## src/rtl/tag_chip_pkg.sv

```systemverilog
// rtl/tag_chip_pkg.sv - shared constants for the tag-chip multi-tone TX path
package tag_chip_pkg;

  localparam int TC_PHASE_WIDTH   = 24;
  localparam int TC_BIT_CNT_WIDTH = 7;

  localparam logic [1:0] ST_IDLE = 2'd0;
  localparam logic [1:0] ST_SYNC = 2'd1;
  localparam logic [1:0] ST_HOP  = 2'd2;
  localparam logic [1:0] ST_DATA = 2'd3;

endpackage

```

## src/rtl/tag_symb_timer.sv

```systemverilog
// rtl/tag_symb_timer.sv - per-symbol sample counter with boundary strobes and symbol-rate hop clock
module tag_symb_timer #(
  parameter int NSIG = 8192
) (
  input  logic                    clk,
  input  logic                    reset,
  input  logic                    i_clear,
  input  logic                    i_data,
  output logic [$clog2(NSIG)-1:0] o_sig_cnt,
  output logic                    o_boundary,
  output logic                    o_pre_boundary,
  output logic                    o_hop_clk
);

  localparam int SW = $clog2(NSIG);

  logic [SW-1:0] r_cnt;
  logic          r_hop_clk;
  logic [SW-1:0] w_cnt_nxt;

  // NSIG is a power of two, so the natural counter rollover is the symbol wrap
  always_comb begin
    w_cnt_nxt = i_clear ? '0 : r_cnt + 1'b1;
  end

  always_ff @(posedge clk) begin
    if (reset) begin
      r_cnt     <= '0;
      r_hop_clk <= 1'b0;
    end else begin
      r_cnt     <= w_cnt_nxt;
      r_hop_clk <= i_data & ~w_cnt_nxt[SW-1];
    end
  end

  assign o_sig_cnt      = r_cnt;
  assign o_boundary     = &r_cnt;
  assign o_pre_boundary = (r_cnt == SW'(NSIG - 2));
  assign o_hop_clk      = r_hop_clk;

endmodule

```

## src/rtl/tag_hop_sched.sv

```systemverilog
// rtl/tag_hop_sched.sv - frame sequencer: pilot sync, hop sweep, then LSB-first payload serialisation
module tag_hop_sched
  import tag_chip_pkg::*;
#(
  parameter int PHASE_WIDTH   = TC_PHASE_WIDTH,
  parameter int NSIG          = 8192,
  parameter int NSYNC         = 4,
  parameter int NHOP          = 16,
  parameter int HOP_PH_START  = 4096,
  parameter int HOP_PH_STEP   = 4096,
  parameter int TX_BITS_WIDTH = 128,
  parameter int BIT_CNT_WIDTH = TC_BIT_CNT_WIDTH
) (
  input  logic                     clk,
  input  logic                     reset,
  input  logic                     start,
  input  logic                     abort,
  input  logic [TX_BITS_WIDTH-1:0] tx_bits,
  input  logic [BIT_CNT_WIDTH-1:0] ntx_bits,
  output logic [PHASE_WIDTH-1:0]   hop_ph_inc,
  output logic [BIT_CNT_WIDTH-1:0] nhop,
  output logic                     tx_bit,
  output logic                     hop_clk,
  output logic                     hop_rst,
  output logic [BIT_CNT_WIDTH-1:0] ntx_bits_cnt,
  output logic [$clog2(NSIG)-1:0]  sig_cnt,
  output logic [1:0]               mtx_state,
  output logic                     busy,
  output logic                     done
);

  localparam int SYNC_W = (NSYNC > 1) ? $clog2(NSYNC) : 1;
  localparam logic [SYNC_W-1:0]        SYNC_LAST = SYNC_W'(NSYNC - 1);
  localparam logic [BIT_CNT_WIDTH-1:0] HOP_LAST  = BIT_CNT_WIDTH'(NHOP - 1);
  localparam logic [PHASE_WIDTH-1:0]   PH_START  = PHASE_WIDTH'(HOP_PH_START);
  localparam logic [PHASE_WIDTH-1:0]   PH_STEP   = PHASE_WIDTH'(HOP_PH_STEP);

  logic [1:0]               r_state;
  logic [TX_BITS_WIDTH-1:0] r_shift;
  logic [BIT_CNT_WIDTH-1:0] r_ntx;
  logic [BIT_CNT_WIDTH-1:0] r_nhop;
  logic [PHASE_WIDTH-1:0]   r_ph;
  logic [BIT_CNT_WIDTH-1:0] r_cnt;
  logic [SYNC_W-1:0]        r_sync;
  logic                     r_done;
  logic                     r_tx_bit;
  logic                     r_hop_rst;
  logic                     r_busy;

  logic [1:0]               w_state_nxt;
  logic [TX_BITS_WIDTH-1:0] w_shift_nxt;
  logic [BIT_CNT_WIDTH-1:0] w_ntx_nxt;
  logic [BIT_CNT_WIDTH-1:0] w_nhop_nxt;
  logic [PHASE_WIDTH-1:0]   w_ph_nxt;
  logic [BIT_CNT_WIDTH-1:0] w_cnt_nxt;
  logic [SYNC_W-1:0]        w_sync_nxt;
  logic                     w_done_nxt;
  logic                     w_clear;
  logic                     w_bnd;
  logic                     w_pre_bnd;
  logic                     w_hop_clk;
  logic [$clog2(NSIG)-1:0]  w_sig_cnt;

  always_comb begin
    w_state_nxt = r_state;
    w_shift_nxt = r_shift;
    w_ntx_nxt   = r_ntx;
    w_nhop_nxt  = r_nhop;
    w_ph_nxt    = r_ph;
    w_cnt_nxt   = r_cnt;
    w_sync_nxt  = r_sync;
    w_done_nxt  = 1'b0;
    case (r_state)
      ST_IDLE: begin
        if (start && !abort) begin
          w_state_nxt = ST_SYNC;
          w_shift_nxt = tx_bits;
          w_ntx_nxt   = ntx_bits;
        end
      end
      ST_SYNC: begin
        if (w_bnd) begin
          if (r_sync == SYNC_LAST) begin
            w_state_nxt = ST_HOP;
            w_sync_nxt  = '0;
            w_nhop_nxt  = '0;
            w_ph_nxt    = PH_START;
          end else begin
            w_sync_nxt = r_sync + 1'b1;
          end
        end
      end
      ST_HOP: begin
        if (w_bnd) begin
          if (r_nhop == HOP_LAST) begin
            w_ph_nxt = '0;
            if (r_ntx != '0) begin
              w_state_nxt = ST_DATA;
            end else begin
              w_state_nxt = ST_IDLE;
              w_done_nxt  = 1'b1;
            end
          end else begin
            w_nhop_nxt = r_nhop + 1'b1;
            w_ph_nxt   = r_ph + PH_STEP;
          end
        end
      end
      ST_DATA: begin
        // count the bit one clock early so the boundary cycle already shows it as sent
        if (w_pre_bnd) begin
          w_cnt_nxt = r_cnt + 1'b1;
        end
        if (w_bnd) begin
          if (r_cnt == r_ntx) begin
            w_state_nxt = ST_IDLE;
            w_done_nxt  = 1'b1;
          end else begin
            w_shift_nxt = r_shift >> 1;
          end
        end
      end
      default: w_state_nxt = ST_IDLE;
    endcase
    if (abort && (r_state != ST_IDLE)) begin
      w_state_nxt = ST_IDLE;
      w_done_nxt  = 1'b0;
    end
    if (w_state_nxt == ST_IDLE) begin
      w_shift_nxt = '0;
      w_ntx_nxt   = '0;
      w_nhop_nxt  = '0;
      w_ph_nxt    = '0;
      w_cnt_nxt   = '0;
      w_sync_nxt  = '0;
    end
  end

  assign w_clear = (w_state_nxt != r_state) || (r_state == ST_IDLE);

  tag_symb_timer #(
    .NSIG(NSIG)
  ) u_timer (
    .clk           (clk),
    .reset         (reset),
    .i_clear       (w_clear),
    .i_data        (w_state_nxt == ST_DATA),
    .o_sig_cnt     (w_sig_cnt),
    .o_boundary    (w_bnd),
    .o_pre_boundary(w_pre_bnd),
    .o_hop_clk     (w_hop_clk)
  );

  always_ff @(posedge clk) begin
    if (reset) begin
      r_state   <= ST_IDLE;
      r_shift   <= '0;
      r_ntx     <= '0;
      r_nhop    <= '0;
      r_ph      <= '0;
      r_cnt     <= '0;
      r_sync    <= '0;
      r_done    <= 1'b0;
      r_tx_bit  <= 1'b0;
      r_hop_rst <= 1'b1;
      r_busy    <= 1'b0;
    end else begin
      r_state   <= w_state_nxt;
      r_shift   <= w_shift_nxt;
      r_ntx     <= w_ntx_nxt;
      r_nhop    <= w_nhop_nxt;
      r_ph      <= w_ph_nxt;
      r_cnt     <= w_cnt_nxt;
      r_sync    <= w_sync_nxt;
      r_done    <= w_done_nxt;
      r_tx_bit  <= (w_state_nxt == ST_DATA) & w_shift_nxt[0];
      r_hop_rst <= (w_state_nxt == ST_IDLE);
      r_busy    <= (w_state_nxt != ST_IDLE);
    end
  end

  assign hop_ph_inc   = r_ph;
  assign nhop         = r_nhop;
  assign tx_bit       = r_tx_bit;
  assign hop_clk      = w_hop_clk;
  assign hop_rst      = r_hop_rst;
  assign ntx_bits_cnt = r_cnt;
  assign sig_cnt      = w_sig_cnt;
  assign mtx_state    = r_state;
  assign busy         = r_busy;
  assign done         = r_done;

endmodule

```

## config.mk

```make
export PLATFORM = sky130hd
export DESIGN_NAME = tag_hop_sched
export DESIGN_NICKNAME = d
export VERILOG_FILES = /design/src/rtl/tag_chip_pkg.sv /design/src/rtl/tag_symb_timer.sv /design/src/rtl/tag_hop_sched.sv
export SDC_FILE = /design/constraint.sdc
export NUM_CORES = 1
export LEC_CHECK = 0
export BUFFER_PORTS_ARGS = -buffer_cell sky130_fd_sc_hd__buf_2
export CORE_MARGIN = 2
export CORE_UTILIZATION = 35
export DETAILED_ROUTE_END_ITERATION = 6
export SETUP_SLACK_MARGIN = 0.4
export SYNTH_ARGS = -nofsm -noshare
export SYNTH_HDL_FRONTEND = slang
export SYNTH_SLANG_ARGS = --single-unit
```

## constraint.sdc

```tcl
create_clock -name clk -period 5.4 [get_ports clk]
set_clock_uncertainty 0.15 [all_clocks]
set_input_delay 0 -clock clk [delete_from_list [all_inputs] [get_ports clk]]
set_output_delay 0 -clock clk [all_outputs]
set_load 0.1 [all_outputs]
```

==> summary.md, run 1 <==
| Metric | Value |
|---|---|
| Status | `finished, final reports clean` |
| Synth Area in XOR/XNOR | `0.0380` |
| Register Area | `0.00366 mm^2` |
| Number of global-route vias before repair | `8109` |
| Top cells by area, synth | `dfxtp_1 (43%), a32o_1 (15%), nor3_1 (9.4%), a21oi_1 (7.7%), clkbuf_1 (3.3%)` |
| Starting density of the core | `0.354` |
| Max-slew headroom at the worst pin | `0.182` |
| Delay-heaviest family, CP | `simple AND/OR/NAND/NOR gates` |
| Tot Pwr | `3.02 mW` |
| Fillers | `2311` |
| Cell area after synthesis | `0.00853 mm^2` |
| Pwr Density | `263 mW/mm^2` |
| Peak supply drop | `0.157 mV` |
| FP Rows | `57` |
| Max_cap viols | `0` |
| First-pass GRT wire length | `41100 um` |
| Layout cells sized above 1 | `0.197` |
| Worst setup SP type | `flip-flop` |
| DRC Markers | `0` |
| Htree depth | `4` |
| DR iter-0 viols | `718` |
| Initial antenna violation count | `1` |
| Synth Area in Adders | `0.0147` |
| Unrepaired setup endpoints after global routing | `no` |
| YS warnings | `0` |
| Final Max Slew Viols | `0` |
| ANT nets after route | `0` |
| Multi-input logic area | `0.00439 mm^2` |
| Number of synthesized flops with an enable pin | `0` |
| Buf/Inv on CP | `1` |
| Critical path origin | `u_timer.o_sig_cnt[0]` |
| Setup tns final | `0 ns` |
| Largest family of logic cells by synthesized area | `compound AO/OA/AOI/OAI gates` |
| Area leader, netlist | `dfxtp_1` |
| CP required | `5.54 ns` |
| Net count, final | `1351` |
| Min-Delay Path Class | `in2reg` |
| Yosys reg bits | `183` |
| GRT overflow | `0` |
| CP Cell Sequence | `ha_1 -> nand4_1 -> or4_1 -> o31ai_2 -> o22ai_1 -> a211oi_4 -> buf_12 -> nor3_1` |
| Detailed placer's ending HPWL | `14400 um` |
| Setup CP Type | `reg2reg` |
| Top_reg_cell synth | `dfxtp_1` |
| Area Overhead vs Synth | `34.8%` |
| Total GRT Usage | `0.191` |
| Critical path capture point type | `flip-flop` |
| CTS sink count | `183` |
| Chip width | `160 um` |
| P_leak | `4.19 nW` |
| FFs w/ async S/R, synth | `0` |
| Reg2Reg Depth | `8` |
| Final period utilization | `0.655` |
| Compound-Gate Fraction of Synth Area | `0.257` |
| CTS Buf Count | `17` |
| Simple-Gate Fraction of Synth Area | `0.177` |
| Register area share after synthesis | `0.429` |
| Synth top area share | `0.429` |
| Final setup fails | `0` |
| I/O pins | `197` |
| Final Hold Vio Count | `0` |
| Count of cell types in the netlist | `57` |
| Via total after detailed routing | `8605` |
| Worst hold endpoint | `hop_ph_inc[13]` |
| Largest net degree at the start of global routing | `122` |
| Number of port buffers | `184` |
| DRT Pass-1 Iters | `5` |
| Slowest stage delay, CP | `0.74 ns` |
| Reg-to-reg critical path startpoint | `u_timer.o_sig_cnt[0]` |
| GPL Wtd Cong | `0.782` |
| Total Die Area | `0.0256 mm^2` |
| Clock latency on the worst-skew pair | `0.43 ns` |
| R2r endpoint | `r_shift[118]` |
| Via density | `5.59` |
| Hold Crit Start | `reset` |
| Arrival time at the worst endpoint | `3.68 ns` |
| Syn Area/Cell | `8.94 um^2` |
| Max Clk Rate | `283 MHz` |
| CTS Root Cell | `clkbuf_16` |
| Critical path peak fanout | `121` |
| Slew @ Worst Pin | `1.21 ns` |
| Fin util | `0.477` |
| WL final | `25400 um` |
| R2R Setup Slk | `1.87 ns` |
| Crit-path slowest cell | `or4_1` |
| Clock slew at reported path FFs | `0.08 ns` |
| Clock tree from TritonCTS | `done` |
| CTS Buffer Depth | `2` |
| Hold depth | `2` |
| Cells after Synth | `955` |
| Die Height | `160 um` |
| Fin crit period | `3.53 ns` |
| Placeable Area | `0.0241 mm^2` |
| Routed WL per cell | `16.5 um` |
| Post-synthesis mux area share | `0.0142` |
| Post_cts resized | `0` |
## state kept, by name, indices dropped and copies added (netlist names)
signal / flops
tx_bit: 1
u_timer.o_sig_cnt: 13
hop_ph_inc: 12
nhop: 7
r_shift: 128
mtx_state: 2
hop_rst: 1
r_sync: 2
busy: 1
u_timer.o_hop_clk: 1
ntx_bits_cnt: 7
done: 1
r_ntx: 7
## metrics by stage
stage          worst slack [ns]  instances  hold slack (ns)  instance area [um^2]
6_report                   1.87       1540           0.0340                 11500
5_1_grt                    1.65       1540           0.0952                 11500
4_1_cts                    1.91       1539           0.0623                 11500
3_5_place_dp               1.92       1369            0.132                  9520
3_3_place_gp               1.96       1369            0.121                  9520
2_1_floorplan              1.82        966           0.0361                  8570
## cells in the final DEF, fill, tap and decap left out, drive strengths merged, types with 3 or more instances in the layout
master and instances:
dlygate4sd3 138, a22oi 4, dfxtp 183, nor2 28, nand2 23, buf 194, clkinvlp 3, nand4 12
inv 15, a32o 126, xnor2 24, o31ai 4, mux2i 11, and2 6, and3 3, nor4 19
nand2b 4, o21ai 6, nor3 161, conb 12, clkinv 5, ha 10, a21oi 131, nand3 24
xor2 13, or2 4, clkbuf 17
## synthesized netlist by cell type, drive strengths merged, types with 2 or more instances
library cell	instances
a211oi	2
a21o	2
a21oi	131
a22oi	4
a2bb2oi	2
a32o	126
a32oi	2
and2	6
and3	3
and4	2
buf	41
clkbuf	74
dfxtp	183
ha	10
inv	9
mux2i	11
nand2	23
nand2b	4
nand3	24
nand4	12
nor2	28
nor2b	2
nor3	161
nor4	19
nor4b	2
o21ai	6
o31ai	4
or2	4
or4	2
xnor2	24
xor2	13
## area by class of cell
type | instances | area share
Multi-Input combinational cell | 659 | 0.381
Sequential cell | 183 | 0.319
Timing Repair Buffer | 332 | 0.210
Clock buffer | 17 | 0.0370
Tap cell | 324 | 0.0353
Clock inverter | 15 | 0.0145
Inverter | 9 | 0.00294
Antenna cell | 1 | 0.000218
## layer usage
layer	track usage	part of all wire	vias to the layer above
li1	-	-	4146
met1	0.263	0.46	4147
met2	0.306	0.47	276
met3	0.0330	0.047	36
met4	0.0610	0.018	0
met5	0	0	-
## timing repair
item	CTS	global route
hold buffers	138	0
hold endpoints to repair	138	0
setup buffers	0	0
setup endpoints to repair	0	0
## cells by family after synthesis
kind of cell,Yosys count
AO/OA/AOI/OAI,292
XOR/XNOR,37
adder cells (fa/ha/maj),10
buffers and inverters,124
flip-flops,183
multiplexers,12
other,1
AND/OR/NAND/NOR,296
## worst max path at each step
stage	to	depth (start not counted)	slack, ns
after global routing	r_shift[82]	8	1.65
after CTS	r_shift[67]	8	1.91
after global placement	r_shift[51]	8	1.96
after floorplan	nhop[1]	10	1.82
after detailed placement	r_shift[67]	8	1.92
final	r_shift[118]	8	1.87
## power by group
| group | leakage, nW | switching (mW) | internal, mW |
|---|---|---|---|
| combinational | 2.43 | 0.246 | 0.143 |
| clock | 0.281 | 0.609 | 0.659 |
| sequential | 1.48 | 0.00737 | 1.36 |
| total | 4.19 | 0.863 | 2.16 |
No activity file was read; power rests on OpenSTA's default activity.
==> run 2: changes to the inputs <==
==> constraint.sdc (replaced) <==
create_clock -name clk -period 3.62 [get_ports clk]
set_clock_uncertainty 0.15 [all_clocks]
set_input_delay 0 -clock clk [delete_from_list [all_inputs] [get_ports clk]]
set_output_delay 0 -clock clk [all_outputs]
set_load 0.1 [all_outputs]
==> summary.md, run 2 (same netlist as run 1, synthesis figures left out) <==
| Metric | Value |
|---|---|
| Fin crit period | `3.09 ns` |
| Peak supply drop | `0.222 mV` |
| R2R Setup Slk | `0.53 ns` |
| CTS Buf Count | `17` |
| Placeable Area | `0.0241 mm^2` |
| Via density | `5.57` |
| Chip width | `160 um` |
| Die Height | `160 um` |
| Hold depth | `4` |
| Crit-path slowest cell | `or4_4` |
| Worst hold endpoint | `r_shift[66]` |
| Min-Delay Path Class | `in2reg` |
| Routed WL per cell | `16.8 um` |
| Total GRT Usage | `0.195` |
| Top reg by flops | `r_shift` |
| Starting density of the core | `0.354` |
| Cell area after layout | `0.0118 mm^2` |
| Int Pwr | `3.38 mW` |
| Clock slew at reported path FFs | `0.08 ns` |
| Htree depth | `4` |
| I/O pins | `197` |
| Crit path setup slack, layout | `0.526 ns` |
| Slew @ Worst Pin | `0.810 ns` |
| Layout cells sized above 1 | `0.220` |
| Arrival time at the worst endpoint | `3.23 ns` |
| Number of global-route vias before repair | `8150` |
| Fillers | `2333` |
| Multi-input logic area | `0.00442 mm^2` |
| CTS Buffer Depth | `2` |
| Reg-to-reg critical path startpoint | `u_timer.o_sig_cnt[0]` |
| Area Overhead vs Synth | `37.9%` |
| Max Clk Rate | `323 MHz` |
| FP Rows | `57` |
| Comb pwr share | `0.134` |
| Switching Share | `0.271` |
| Number of port buffers | `184` |
| Status | `finished, final reports clean` |
| Clock tree from TritonCTS | `done` |
| Max_cap viols | `0` |
| Pwr Density | `394 mW/mm^2` |
| CTS Root Cell | `clkbuf_16` |
| Via total after detailed routing | `8654` |
| Unrepaired setup endpoints after global routing | `no` |
| First-pass GRT wire length | `42000 um` |
| Reg2Reg Depth | `9` |
| Setup CP Type | `reg2reg` |
| GPL Wtd Cong | `0.840` |
| Clock Power Share | `0.426` |
| Critical path peak fanout | `43` |
| Total Die Area | `0.0256 mm^2` |
| Tot Pwr | `4.64 mW` |
| CTS sink count | `183` |
| Final setup fails | `0` |
| WL final | `26100 um` |
| CP required | `3.76 ns` |
| R2r endpoint | `r_shift[24]` |
| Initial antenna violation count | `1` |
| ANT nets after route | `0` |
| Setup tns final | `0 ns` |
| Buf/Inv on CP | `2` |
| Placed cell areas | `0.00963 mm^2` |
| Commonest non-fill, non-tap cell in the layout | `buf_2` |
| Flop pwr share | `0.440` |
| Delay-heaviest family, CP | `simple AND/OR/NAND/NOR gates` |
| Largest net degree at the start of global routing | `128` |
| Net switching power | `1.25 mW` |
| Dpl ws | `0.340 ns` |
| DRT Pass-1 Iters | `7` |
| Final period utilization | `0.855` |
| Register Area | `0.00368 mm^2` |
| Worst setup SP type | `flip-flop` |
| P_leak | `4.31 nW` |
| DRC Markers | `0` |
| CP Cell Sequence | `ha_1 -> nand4_1 -> or4_4 -> o311ai_1 -> o221ai_2 -> a211oi_4 -> buf_4 -> bufbuf_16 -> nor3_1` |
| Post-route insts no fill | `1553` |
| Detailed placer's ending HPWL | `14600 um` |
| Clock latency on the worst-skew pair | `0.43 ns` |
| Max-slew headroom at the worst pin | `0.460` |
| Max reg flops | `128` |
| Hold Crit Start | `tx_bits[66]` |
| Net count, final | `1364` |
| Most frequent cells in the layout | `buf_2 (183), dfxtp_1 (168), nor3_1 (161), dlygate4sd3_1 (139), a21oi_1 (131)` |
| Critical path capture point type | `flip-flop` |
| Placed Instances | `1374` |
| Slowest stage delay, CP | `0.64 ns` |
| DR iter-0 viols | `690` |
| Final Hold Vio Count | `0` |
| GRT overflow | `0` |
| Final Max Slew Viols | `0` |
run 2: worst max-delay path by stage:
stage / slack (ns) / end / from / cells after the start
global placement: 0.43 / r_shift[70] / u_timer.o_sig_cnt[0] / 8
global route: 0.37 / r_shift[125] / u_timer.o_sig_cnt[1] / 10
CTS: 0.47 / r_shift[124] / u_timer.o_sig_cnt[0] / 9
finish: 0.53 / r_shift[24] / u_timer.o_sig_cnt[0] / 9
detailed placement: 0.34 / r_shift[63] / u_timer.o_sig_cnt[0] / 8
floorplan: 0.43 / nhop[1] / u_timer.o_sig_cnt[1] / 10
run 2: repair_timing:
action	4_1_cts	5_1_grt
pin swaps	1	3
hold endpoints to repair	142	0
setup buffers	1	4
setup endpoints to repair	165	166
cloned	1	1
hold buffers	139	0
resized for setup	1	6
run 2: through the flow:
stage / utilization / hold slack, ns
after floorplan: - / 0.0361
after global placement: 0.400 / 0.122
after detailed placement: 0.400 / 0.133
after CTS: 0.485 / 0.211
after global routing: 0.488 / 0.242
final: 0.488 / 0.226
run 2: power by group through the flow:
stage          sequential, mW  clock [mW]  combinational (mW)
6_report                 2.04        1.98               0.620
5_1_grt                  2.04        2.12               0.664
4_1_cts                  2.04        2.03               0.601
3_5_place_dp             2.09           0               0.469
3_3_place_gp             2.09           0               0.472
2_1_floorplan            2.11           0               0.311
run 2: tightest hold or removal path, cell delays in order:
cell and delay, ns:
dlygate4sd3_1 0.51, buf_2 0.09, a21oi_1 0.05, nor3_1 0.11
run 2: layout make-up:
type | instances | area share
antenna | 1 | 0.000213
timing repair buffer | 345 | 0.221
sequential | 183 | 0.313
clock inverter | 14 | 0.0161
inverter | 9 | 0.00287
tap | 324 | 0.0344
multi-input combinational | 659 | 0.376
clock buffer | 18 | 0.0365
run 2: layer usage:
layer	routed length [um]	GRT usage
met5	0	0
met4	381	0.0549
met3	1270	0.0358
met2	12700	0.312
met1	11800	0.268
==> run 3: changes to the inputs <==
==> constraint.sdc (replaced) <==
create_clock -name clk -period 3.62 [get_ports clk]
set_clock_uncertainty 0.15 [all_clocks]
set_input_delay 0 -clock clk [delete_from_list [all_inputs] [get_ports clk]]
set_output_delay 0 -clock clk [all_outputs]
set_load 0.02 [all_outputs]
==> summary.md, run 3 (same netlist as run 1, synthesis figures left out) <==
| Metric | Value |
|---|---|
| Initial antenna violation count | `1` |
| Final Max Slew Viols | `0` |
| R2R Setup Slk | `0.59 ns` |
| FP Rows | `57` |
| Max reg flops | `128` |
| Area Overhead vs Synth | `37.9%` |
| Hold depth | `2` |
| Crit path depth | `9` |
| Number of global-route vias before repair | `8297` |
| Worst setup SP type | `flip-flop` |
| DRC Markers | `0` |
| Net count, final | `1362` |
| Min-Delay Path Class | `in2reg` |
| Clock slew at reported path FFs | `0.07 ns` |
| CTS Buffer Depth | `2` |
| Buf/Inv on CP | `2` |
| Switching Share | `0.266` |
| I/O pins | `197` |
| Delay-heaviest family, CP | `simple AND/OR/NAND/NOR gates` |
| Starting density of the core | `0.354` |
| CTS Buf Count | `17` |
| Int Pwr | `3.32 mW` |
| CTS Root Cell | `clkbuf_16` |
| Clock tree from TritonCTS | `done` |
| First-pass GRT wire length | `42200 um` |
| Max-slew headroom at the worst pin | `0.373` |
| DR iter-0 viols | `810` |
| P_leak | `4.30 nW` |
| Commonest non-fill, non-tap cell in the layout | `buf_2` |
| Status | `finished, final reports clean` |
| Total Die Area | `0.0256 mm^2` |
| Setup CP Type | `reg2reg` |
| Fin util | `0.488` |
| Final Hold Vio Count | `0` |
| Die Height | `160 um` |
| Layout cells sized above 1 | `0.211` |
| Peak supply drop | `0.324 mV` |
| Final setup fails | `0` |
| WL final | `25900 um` |
| Reg2Reg Depth | `9` |
| Fin crit period | `3.03 ns` |
| Via total after detailed routing | `8640` |
| Routed WL per cell | `16.7 um` |
| Most frequent cells in the layout | `buf_2 (183), dfxtp_1 (182), nor3_1 (161), dlygate4sd3_1 (137), a21oi_1 (131)` |
| CTS sink count | `183` |
| Clock Power Share | `0.423` |
| Max_cap viols | `0` |
| Clock latency on the worst-skew pair | `0.43 ns` |
| GRT overflow | `0` |
| Crit-path slowest cell | `or4_4` |
| Comb pwr share | `0.127` |
| Total GRT Usage | `0.197` |
| Largest net degree at the start of global routing | `127` |
| Final period utilization | `0.838` |
| Slowest stage delay, CP | `0.56 ns` |
| Pwr Density | `384 mW/mm^2` |
| Max Clk Rate | `330 MHz` |
| GPL Wtd Cong | `0.816` |
| Slew @ Worst Pin | `0.940 ns` |
| Critical path peak fanout | `37` |
| ANT nets after route | `0` |
| Top reg by flops | `r_shift` |
| DRT Pass-1 Iters | `5` |
| Critical path capture point type | `flip-flop` |
| Detailed placer's ending HPWL | `14800 um` |
| Number of port buffers | `184` |
| Arrival time at the worst endpoint | `3.17 ns` |
| Flop pwr share | `0.450` |
| Htree depth | `4` |
| Chip width | `160 um` |
| CP required | `3.76 ns` |
| Placeable Area | `0.0241 mm^2` |
| Setup tns final | `0 ns` |
| Unrepaired setup endpoints after global routing | `no` |
| Via density | `5.57` |
| CP Cell Sequence | `ha_1 -> nand4_1 -> or4_4 -> o31ai_4 -> o22ai_2 -> a211oi_4 -> buf_12 -> bufbuf_16 -> nor3_1` |
| Net switching power | `1.20 mW` |
run 3: cell types whose count changed in the layout (fill, tap and decap cells not counted), sizes merged:
cell / delta
inv: +1
buf: +1
clkinv: +2
clkbuf: -2
bufinv: -1
clkinvlp: -1
dlygate4sd3: -2
run 3: final timing paths:
| path | startpoint | end |
|---|---|---|
| worst max-delay path | u_timer.o_sig_cnt[1] | r_shift[63] |
| worst max register to register | u_timer.o_sig_cnt[1] | r_shift[63] |
| worst min-delay path | reset | busy |
| worst min register to register | r_sync[1] | r_sync[1] |
run 3: repair_timing:
action,4_1_cts,5_1_grt
cloned,1,0
buffers inserted,2,0
hold buffers,137,0
hold endpoints to repair,140,0
endpoints found under the setup margin,165,165
pin swaps,1,1
gates resized for setup,1,10
run 3: cell type report:
class	count	area, um^2
Sequential cell	183	3660
Clock inverter	15	165
Tap cell	324	405
Fill cell	2302	12300
Clock buffer	17	425
Antenna cell	1	2.50
Multi-Input combinational cell	659	4440
Inverter	9	33.8
Timing Repair Buffer	343	2630
run 3: power groups by stage:
stage	Sequential, mW	Clock, mW	Combinational, mW
2_1_floorplan	2.09	0	0.268
4_1_cts	2.04	1.97	0.567
5_1_grt	2.04	2.06	0.614
6_report	2.04	1.91	0.575
3_5_place_dp	2.08	0	0.426
3_3_place_gp	2.08	0	0.427
run 3: routing by layer:
layer	part of all wire	wire, um	vias to the layer above	track usage
met1	0.45	11700	4173	0.258
li1	-	-	4171	-
met5	0	0	-	0
met3	0.048	1250	27	0.0387
met2	0.49	12600	269	0.332
met4	0.013	328	0	0.0491
run 3: per-stage QoR:
step	total power, mW	area, um^2	worst slack, ns	instances	hold WS [ns]
2_1_floorplan	2.36	8570	0.689	966	0.0361
3_3_place_gp	2.51	9680	0.356	1378	0.121
3_5_place_dp	2.51	9680	0.245	1378	0.132
4_1_cts	4.57	11700	0.453	1550	0.0270
5_1_grt	4.71	11800	0.423	1551	0.0519
6_report	4.52	11800	0.587	1551	0.0472
